[config.mk]
export PLATFORM = sky130hd
export DESIGN_NAME = dp_ram_param
export DESIGN_NICKNAME = d
export VERILOG_FILES = /design/src/rtl/dp_ram_param.sv
export SDC_FILE = /design/constraint.sdc
export NUM_CORES = 1
export LEC_CHECK = 0
export ABC_AREA = 1
export BUFFER_PORTS_ARGS = -buffer_cell sky130_fd_sc_hd__buf_2
export CORE_AREA = 2 2 213 215
export CTS_CLUSTER_SIZE = 24
export DETAILED_ROUTE_END_ITERATION = 12
export DIE_AREA = 0 0 215 217
export PLACE_DENSITY = 0.65
export RECOVER_POWER = 50
export SETUP_SLACK_MARGIN = 0.3
export SLEW_MARGIN = 20
export SYNTH_ARGS = -nofsm -noshare
export SYNTH_HDL_FRONTEND = slang
export SYNTH_SLANG_ARGS = --single-unit
[constraint.sdc]
create_clock -name clk -period 3.6 [get_ports clk]
set_input_delay 0.72 -clock clk [delete_from_list [all_inputs] [get_ports clk]]
set_output_delay 0.72 -clock clk [all_outputs]
set_load 0.05 [all_outputs]
[src/rtl/dp_ram_param.sv]
// Simple dual-port RAM with byte-enable writes, a zero-fill sweep after reset and selectable read-during-write.
// Read latency is 1 cycle, or 2 with OUT_REG; no back-pressure, and requests are dropped while init_busy is high.
module dp_ram_param #(
  parameter int DATA_W  = 8,
  parameter int ADDR_W  = 6,
  parameter int OUT_REG = 0,
  parameter int BYPASS  = 1
) (
  input  logic                  clk,
  input  logic                  rst,
  input  logic                  we,
  input  logic [ADDR_W-1:0]     w_addr,
  input  logic [DATA_W-1:0]     w_data,
  input  logic [DATA_W/8-1:0]   w_be,
  input  logic                  re,
  input  logic [ADDR_W-1:0]     r_addr,
  output logic [DATA_W-1:0]     r_data,
  output logic                  r_valid,
  output logic                  init_busy
);
  localparam int BE_W  = DATA_W / 8;
  localparam int DEPTH = 2 ** ADDR_W;

  typedef enum logic {INIT, READY} state_e;

  state_e              state_q, state_d;
  logic [ADDR_W-1:0]   cnt_q, cnt_d;
  logic                busy_q, busy_d;
  logic                s1_vld_q, s1_vld_d;
  logic [DATA_W-1:0]   s1_dat_q, s1_dat_d;

  logic [DATA_W-1:0]   mem [DEPTH];
  logic                mem_we;
  logic [ADDR_W-1:0]   mem_addr;
  logic [DATA_W-1:0]   mem_wdata;
  logic [BE_W-1:0]     mem_be;
  logic [DATA_W-1:0]   rd_word;

  always_comb begin
    state_d   = state_q;
    cnt_d     = cnt_q;
    busy_d    = busy_q;
    s1_vld_d  = 1'b0;
    s1_dat_d  = s1_dat_q;
    mem_we    = 1'b0;
    mem_addr  = w_addr;
    mem_wdata = w_data;
    mem_be    = w_be;

    // Same-address collision: forward the enabled write bytes over the stored word.
    rd_word = mem[r_addr];
    for (int i = 0; i < BE_W; i++) begin
      if (BYPASS != 0 && we && w_be[i] && (w_addr == r_addr)) begin
        rd_word[8*i +: 8] = w_data[8*i +: 8];
      end
    end

    case (state_q)
      INIT: begin
        mem_we    = 1'b1;
        mem_addr  = cnt_q;
        mem_wdata = '0;
        mem_be    = '1;
        cnt_d     = cnt_q + 1'b1;
        if (&cnt_q) begin
          state_d = READY;
          busy_d  = 1'b0;
        end
      end
      READY: begin
        mem_we = we;
        if (re) begin
          s1_vld_d = 1'b1;
          s1_dat_d = rd_word;
        end
      end
      default: state_d = INIT;
    endcase
  end

  always_ff @(posedge clk) begin
    if (rst) begin
      state_q  <= INIT;
      cnt_q    <= '0;
      busy_q   <= 1'b1;
      s1_vld_q <= 1'b0;
      s1_dat_q <= '0;
    end else begin
      state_q  <= state_d;
      cnt_q    <= cnt_d;
      busy_q   <= busy_d;
      s1_vld_q <= s1_vld_d;
      s1_dat_q <= s1_dat_d;
    end
  end

  // Array itself has no reset; a held rst suppresses the sweep write.
  always_ff @(posedge clk) begin
    if (!rst && mem_we) begin
      for (int i = 0; i < BE_W; i++) begin
        if (mem_be[i]) begin
          mem[mem_addr][8*i +: 8] <= mem_wdata[8*i +: 8];
        end
      end
    end
  end

  generate
    if (OUT_REG != 0) begin : g_out_reg
      logic              s2_vld_q, s2_vld_d;
      logic [DATA_W-1:0] s2_dat_q, s2_dat_d;

      always_comb begin
        s2_vld_d = s1_vld_q;
        s2_dat_d = s1_vld_q ? s1_dat_q : s2_dat_q;
      end

      always_ff @(posedge clk) begin
        if (rst) begin
          s2_vld_q <= 1'b0;
          s2_dat_q <= '0;
        end else begin
          s2_vld_q <= s2_vld_d;
          s2_dat_q <= s2_dat_d;
        end
      end

      assign r_data  = s2_dat_q;
      assign r_valid = s2_vld_q;
    end else begin : g_no_out_reg
      assign r_data  = s1_dat_q;
      assign r_valid = s1_vld_q;
    end
  endgenerate

  assign init_busy = busy_q;

endmodule
==> results of run 1 <==
==> metrics by stage <==
step	power [W]	instance area [um^2]	utilization, %	cells	hold WS (ps)
after detailed placement	0.007449	22850	51.13	2522	464.3
after CTS	0.01257	24450	54.71	2614	423.0
after floorplan	0.007238	21890	-	1944	483.1
after global routing	0.01287	24400	54.59	2614	470.2
final	0.01250	24400	54.59	2614	446.0
after global placement	0.007445	22850	51.13	2522	463.1
==> worst max path at each step <==
stage	from	to	slack (ps)	cells past startpoint
final	state_q	mem[10][1]	400	6
after CTS	state_q	mem[14][4]	400	6
after floorplan	w_be	mem[40][0]	1390	5
after global routing	state_q	mem[3][4]	200	6
after detailed placement	state_q	mem[14][5]	410	6
after global placement	state_q	mem[14][5]	460	6
==> state kept, by name, indices dropped and copies added (netlist names) <==
signal,count
init_busy,1
mem,512
cnt_q,6
r_valid,1
r_data,8
state_q,1
==> worst max-delay path, cell delays in order, from the launching register on <==
cell,delay (ps)
dfxtp_1,860
inv_2,160
nand2_1,140
nand2_2,160
inv_1,230
nand3_1,490
nor2_1,790
==> layer usage <==
metal | vias to the layer above | wire, um | GRT usage, %
li1 | 6841 | - | -
met2 | 550 | 25720 | 37.14
met4 | 0 | 1587 | 8.230
met5 | - | 0 | 0
met1 | 7021 | 23110 | 33.88
met3 | 86 | 4057 | 3.103
==> final cells by class <==
type,instances,area share (%)
sequential,529,64.41
multi-input combinational,1268,22.61
clock buffer,63,5.590
clock inverter,29,0.9641
tap,600,3.077
timing repair buffer,95,2.836
inverter,30,0.5128
==> cells by family after synthesis <==
group | Yosys count | share of synthesized area, %
AOI/OAI and AO/OA | 40 | 1.160
xor gates and xnor gates | 1 | 0.04002
adders and majority gates | 1 | 0.05716
buffers and inverters | 147 | 3.013
DFF | 529 | 71.80
and+or+nand+nor | 1226 | 23.93
==> cells in the mapped netlist, drive strengths merged <==
master  number
clkbuf      29
a21oi       21
edfxtp     512
ha           1
nor3         2
o22ai        2
a21boi       1
inv         29
xor2         1
nor2        79
dfxtp       17
clkinv       1
buf         88
o211a        1
nand3      453
nand2      692
a211oi       1
o21ai       14
==> power breakdown <==
part / leakage (nW) / switching, W / internal (W)
logic: 3.16 / 0.000470 / 0.000180
registers: 5.16 / 0.00000662 / 0.00667
clock network: 0.787 / 0.00221 / 0.00296
==> repair_timing <==
action	in CTS	in global routing
hold endpoints to repair	0	0
setup endpoints to repair	0	112
resized for setup	0	10
buffers inserted	0	0
==> run summary, run 1 <==
RUN STATUS
--------------------------------------------------------------------------------
Result of the run                                                   finished with violations
Violated checks                                                     capacitance limit, slew limit

GLOBAL ROUTE
--------------------------------------------------------------------------------
Wire length of the first global-routing pass                            83320 um
Vias in the first global route                                            13.80k
Total global routing overflow                                                  0
Antenna violations before repair                                               0
All-Layer GR Usage                                                        23.52%
Pin count of the biggest net entering global routing                         125

TIMING
--------------------------------------------------------------------------------
Clock Skews                                                             14.26 ps
Post-route setup TNS                                                        0 ps
Final count of pins violating max slew                                       130
Max-Slew Margin vs Limit                                                 -10.30%
Minimum setup slack in the final design                                 396.4 ps
# setup viols final                                                            0
Final worst-path cycle share                                              88.99%
RSZ-0062 raised after global routing                                         yes
Final worst path period need                                             3204 ps
Number of endpoints with negative hold slack in the final report               0
Maximum clock frequency                                                312.1 MHz
Tightest Pin Transition                                                  1655 ps

FLOORPLAN
--------------------------------------------------------------------------------
Horizontal extent of the die                                              215 um
Top-Level Pins                                                                35
Die area                                                              46660 um^2
Total core area                                                       44700 um^2
Vertical extent of the die                                                217 um
Starting Density                                                          48.97%
Cell Rows                                                                     78

YOSYS
--------------------------------------------------------------------------------
Post-synthesis sequential area ratio                                      71.80%
Top post-synthesis cells by area                                    edfxtp_1, nand2_1, nand3_1
Synthesis Warnings                                                             0
Post-Synthesis Cell Area                                              21890 um^2
Count of cell types in the netlist                                            28
Syn_area_per_cell                                                     11.26 um^2
Synthesized netlist net count                                               1970
Largest area contributor in the synthesized netlist                     edfxtp_1
Number of flip-flops and latches in the synthesized netlist                  529
Fraction of synthesized cell area taken by the top area cell type         70.25%
Cell count after synthesis                                                  1944

CLOCK TREE
--------------------------------------------------------------------------------
TritonCTS clock tree                                                        done
Number of clock buffers inserted by TritonCTS                                 53
Post-CTS Hold Buffers                                                          0
Reg clk slew, reported paths                                               60 ps
Number of clock sinks seen by CTS                                            529
Number of buffers between clock root and the deepest sink                      3
Clock latency at the later pin of the worst-skew pair                     590 ps
Clk root buf                                                           clkbuf_16
Count of H-tree levels built during CTS                                        2

CELLS AND AREA
--------------------------------------------------------------------------------
Storage cell area                                                     15720 um^2
Fill cell instance count of the final layout                                3834
Area taken by multi-input logic gates                                  5517 um^2
Commonest non-fill, non-tap cell in the layout                           nand2_1
Commonest non-fill, non-tap cells in the layout                     nand2_1, edfxtp_1, nand3_1
Layout Nets                                                                 2003
Fraction of final layout cells with drive strength greater than 1         9.335%
Antenna fix cells                                                              0
Synthesis-to-layout area growth                                           11.47%

ROUTING
--------------------------------------------------------------------------------
Via count                                                                 14.50k
Wire length per cell                                                    20.84 um
Final routed wirelength across all metal layers                         54480 um
Remaining design rule violation count                                          0
Remaining antenna violation count                                              0
Detailed-routing iteration count for the pre-antenna-repair pass               7
Starting DRT DRC Count                                                      1549
Vias per Instance                                                          5.546

PLACEMENT
--------------------------------------------------------------------------------
Post-detailed-placement half-perimeter wirelength                       32450 um
Worst-case setup slack after placement                                  412.1 ps
Quantity of I/O buffers inserted on ports                                     34
Gp weighted congestion                                                    0.9336

WORST SETUP PATH
--------------------------------------------------------------------------------
Required time at the endpoint of the critical path                       3810 ps
Reg2reg start                                                            state_q
Highest net fanout along the worst path                                       24
Arrival time of the worst setup path                                     3420 ps
CP endpoint kind                                                       flip-flop
Kind of critical path                                               flip-flop to flip-flop
Type of element launching the critical path                            flip-flop
Reg2Reg Depth                                                                  6
Worst r2r dst                                                         mem[10][1]
Minimum setup slack among reg-to-reg paths                                400 ps

MIN PATH
--------------------------------------------------------------------------------
Capture endpoint of the worst hold path                                r_data[4]
Hold Path Cell Cnt                                                             3
Worst Hold Launch                                                      w_data[4]
Hold Crit Class                                                     input pin to flip-flop

POWER AND IR DROP
--------------------------------------------------------------------------------
Leakage dissipation                                                     9.108 nW
Peak supply drop                                                       0.3188 mV
Pwr dens                                                            512.4 nW/um^2

JOB
--------------------------------------------------------------------------------
MaxCap Viol Count                                                              2

Note: power is estimated with default switching activity, not from simulation.
==> run 2: changes to the inputs <==
--- a/config.mk
+++ b/config.mk
@@ -6,7 +6,7 @@
 export NUM_CORES = 1
 export LEC_CHECK = 0
 export ABC_AREA = 1
-export BUFFER_PORTS_ARGS = -buffer_cell sky130_fd_sc_hd__buf_2
+export BUFFER_PORTS_ARGS = -buffer_cell sky130_fd_sc_hd__buf_4
 export CORE_AREA = 2 2 213 215
 export CTS_CLUSTER_SIZE = 24
 export DETAILED_ROUTE_END_ITERATION = 12
==> run 2 against run 1 <==
Net effect:
- the run still ends with capacitance limit, slew limit left
- non-clock buffer count grew 7
- critical path depth unchanged
- maximum frequency rose by 4.8%
- clock skew rose by 6.4 ps
- combinational power up 0.8%
- flip-flop and latch count did not move
- design area up 1.5%
- critical endpoint is now mem[12][6]
- highest routed layer unchanged
==> run summary, run 2 (synthesis results as in run 1) <==
RUN STATUS
------------------------------------------------------------------------------------
Result of the run                                                       finished with violations
Violated checks                                                         capacitance limit, slew limit

CLOCK TREE
------------------------------------------------------------------------------------
Clock latency at the later pin of the worst-skew pair                         600 ps   about the same
Number of clock sinks seen by CTS                                                529   unchanged
Post-CTS Hold Buffers                                                              0   unchanged
Count of H-tree levels built during CTS                                            2   unchanged
Number of clock buffers inserted by TritonCTS                                     53   unchanged
Number of buffers between clock root and the deepest sink                          3   unchanged
TritonCTS clock tree                                                            done
Clk root buf                                                               clkbuf_16
Reg clk slew, reported paths                                                   60 ps   about the same

MIN PATH
------------------------------------------------------------------------------------
Hold Path Cell Cnt                                                                 2   -1
Worst Hold Launch                                                                rst
Hold Crit Class                                                         input pin to flip-flop
Capture endpoint of the worst hold path                                    r_data[5]

CELLS AND AREA
------------------------------------------------------------------------------------
Area taken by multi-input logic gates                                      5520 um^2   about the same
Synthesis-to-layout area growth                                               13.15%
Commonest non-fill, non-tap cell in the layout                               nand2_1
Number of flip-flops in the largest register                                     512   unchanged
Layout Nets                                                                     2010   +0.35%
Largest register by flop count                                                   mem
Fill cell instance count of the final layout                                    3774   -1.6%
Storage cell area                                                         15720 um^2   about the same
Fraction of final layout cells with drive strength greater than 1             9.719%   +0.38 points
Commonest non-fill, non-tap cells in the layout                         nand2_1, edfxtp_1, nand3_1
Antenna fix cells                                                                  0   unchanged

FLOORPLAN
------------------------------------------------------------------------------------
Cell Rows                                                                         78   unchanged
Horizontal extent of the die                                                  215 um   unchanged
Total core area                                                           44700 um^2   unchanged
Vertical extent of the die                                                    217 um   unchanged
Die area                                                                  46660 um^2   unchanged
Top-Level Pins                                                                    35   unchanged
Starting Density                                                              48.97%   unchanged

GLOBAL ROUTE
------------------------------------------------------------------------------------
Vias in the first global route                                                13.95k   +1.1%
Total global routing overflow                                                      0   unchanged
Pin count of the biggest net entering global routing                             131   +4.8%
Antenna violations before repair                                                   0   unchanged
All-Layer GR Usage                                                            23.92%   +0.40 points
Wire length of the first global-routing pass                                84500 um   +1.4%

POWER AND IR DROP
------------------------------------------------------------------------------------
Leakage dissipation                                                         9.297 nW   +2.1%
Peak supply drop                                                           0.3254 mV   +2.1%
Pwr dens                                                                531.5 nW/um^2   +3.7%

ROUTING
------------------------------------------------------------------------------------
Final routed wirelength across all metal layers                             55140 um   +1.2%
Detailed-routing iteration count for the pre-antenna-repair pass                   5   -2
Vias per Instance                                                              5.598   +0.93%
Remaining design rule violation count                                              0   unchanged
Starting DRT DRC Count                                                          1762   +14%
Via count                                                                     14.71k   +1.4%
Remaining antenna violation count                                                  0   unchanged
Wire length per cell                                                        20.99 um   +0.71%

TIMING
------------------------------------------------------------------------------------
Minimum setup slack in the final design                                     543.4 ps   +147.0 ps
Tightest Pin Transition                                                      1671 ps   +16.91 ps
Max-Slew Margin vs Limit                                                     -11.55%   -1.3 points
Clock Skews                                                                 20.64 ps   +6.383 ps
Post-route setup TNS                                                            0 ps   unchanged
Final worst path period need                                                 3057 ps   -147.0 ps
Maximum clock frequency                                                    327.2 MHz   +4.8%
# setup viols final                                                                0   unchanged
Number of endpoints with negative hold slack in the final report                   0   unchanged
RSZ-0062 raised after global routing                                              no
Final count of pins violating max slew                                           241   +85%
Final worst-path cycle share                                                  84.91%   -4.1 points

WORST SETUP PATH
------------------------------------------------------------------------------------
Cell with the biggest individual delay on the critical path                   nor2_2
Worst-path cell chain                                                   inv_1 -> nand2_1 -> nand2_2 -> inv_1 -> nand3_1 -> nor2_2
Arrival time of the worst setup path                                         3290 ps   -130 ps
CP endpoint kind                                                           flip-flop
Minimum setup slack among reg-to-reg paths                                    540 ps   +150 ps
Kind of critical path                                                   flip-flop to flip-flop
Worst r2r dst                                                             mem[12][6]
Reg2Reg Depth                                                                      6   unchanged
Dominant delay contributor by cell family on the critical path          simple AND/OR/NAND/NOR gates
Type of element launching the critical path                                flip-flop
Required time at the endpoint of the critical path                           3830 ps   +20 ps
Reg2reg start                                                                state_q
CP peak stage delay                                                           700 ps   -160 ps
Highest net fanout along the worst path                                           24   unchanged
Most used cell along the critical path                                         inv_1
Count of buffering cells on the critical path with inverters included              2   unchanged

PLACEMENT
------------------------------------------------------------------------------------
Quantity of I/O buffers inserted on ports                                         34   unchanged
Gp weighted congestion                                                        0.9125   -2.3%
Post-detailed-placement half-perimeter wirelength                           31960 um   -1.5%
Worst-case setup slack after placement                                      204.3 ps   -207.8 ps

JOB
------------------------------------------------------------------------------------
MaxCap Viol Count                                                                  5   +3

[run 2: cell types whose count changed in the layout (fill, tap and decap cells not counted), moves of 5 or more]
cell,before,now
buf_4,43,71
buf_2,22,0
bufinv_16,4,10
nor2_2,10,5
[run 2: worst max path at each step]
stage	endpoint	from	slack [ps]	cells past startpoint
2_1_floorplan	mem[40][0]	w_be	1390	5
3_3_place_gp	mem[62][4]	state_q	290	6
3_5_place_dp	mem[62][4]	state_q	200	6
4_1_cts	mem[4][4]	state_q	300	6
5_1_grt	mem[12][6]	state_q	370	6
6_report	mem[12][6]	state_q	540	6
[run 2: area by class of cell]
cell class              count  share of cell area (%)
inverters                  30                  0.5052
clock buffers              68                   5.835
flip-flops and latches    529                   63.46
well taps                 600                   3.031
clock inverters            30                   1.607
multi-input cells        1268                   22.29
repair buffers            102                   3.269
[run 2: timing repair]
action | CTS | global route
gates resized for setup | 3 | 3
endpoints found under the setup margin | 24 | 80
gates cloned | 0 | 0
buffers inserted | 0 | 0
[run 2: where the power goes]
group / switching [W] / total, W / internal [W]
clock network: 0.00229 / 0.00583 / 0.00354
logic: 0.000468 / 0.000656 / 0.000188
registers: 0.00000702 / 0.00668 / 0.00667
total: 0.00277 / 0.0132 / 0.0104
[run 2: routing by layer]
metal	GRT usage (%)	routed length, um
met4	9.885	1897
met5	0	0
met3	3.899	4977
met2	36.34	24730
met1	34.58	23530
[run 2: through the flow]
stage | instances | hold slack (ps) | area (um^2) | power, W | utilization (%)
3_3_place_gp | 2529 | 465.8 | 23010 | 0.007448 | 51.48
3_5_place_dp | 2529 | 469.1 | 23010 | 0.007455 | 51.48
4_1_cts | 2627 | 375.4 | 24860 | 0.01324 | 55.62
5_1_grt | 2627 | 395.2 | 24770 | 0.01356 | 55.41
6_report | 2627 | 404.9 | 24770 | 0.01316 | 55.41
2_1_floorplan | 1944 | 483.1 | 21890 | 0.007238 | -
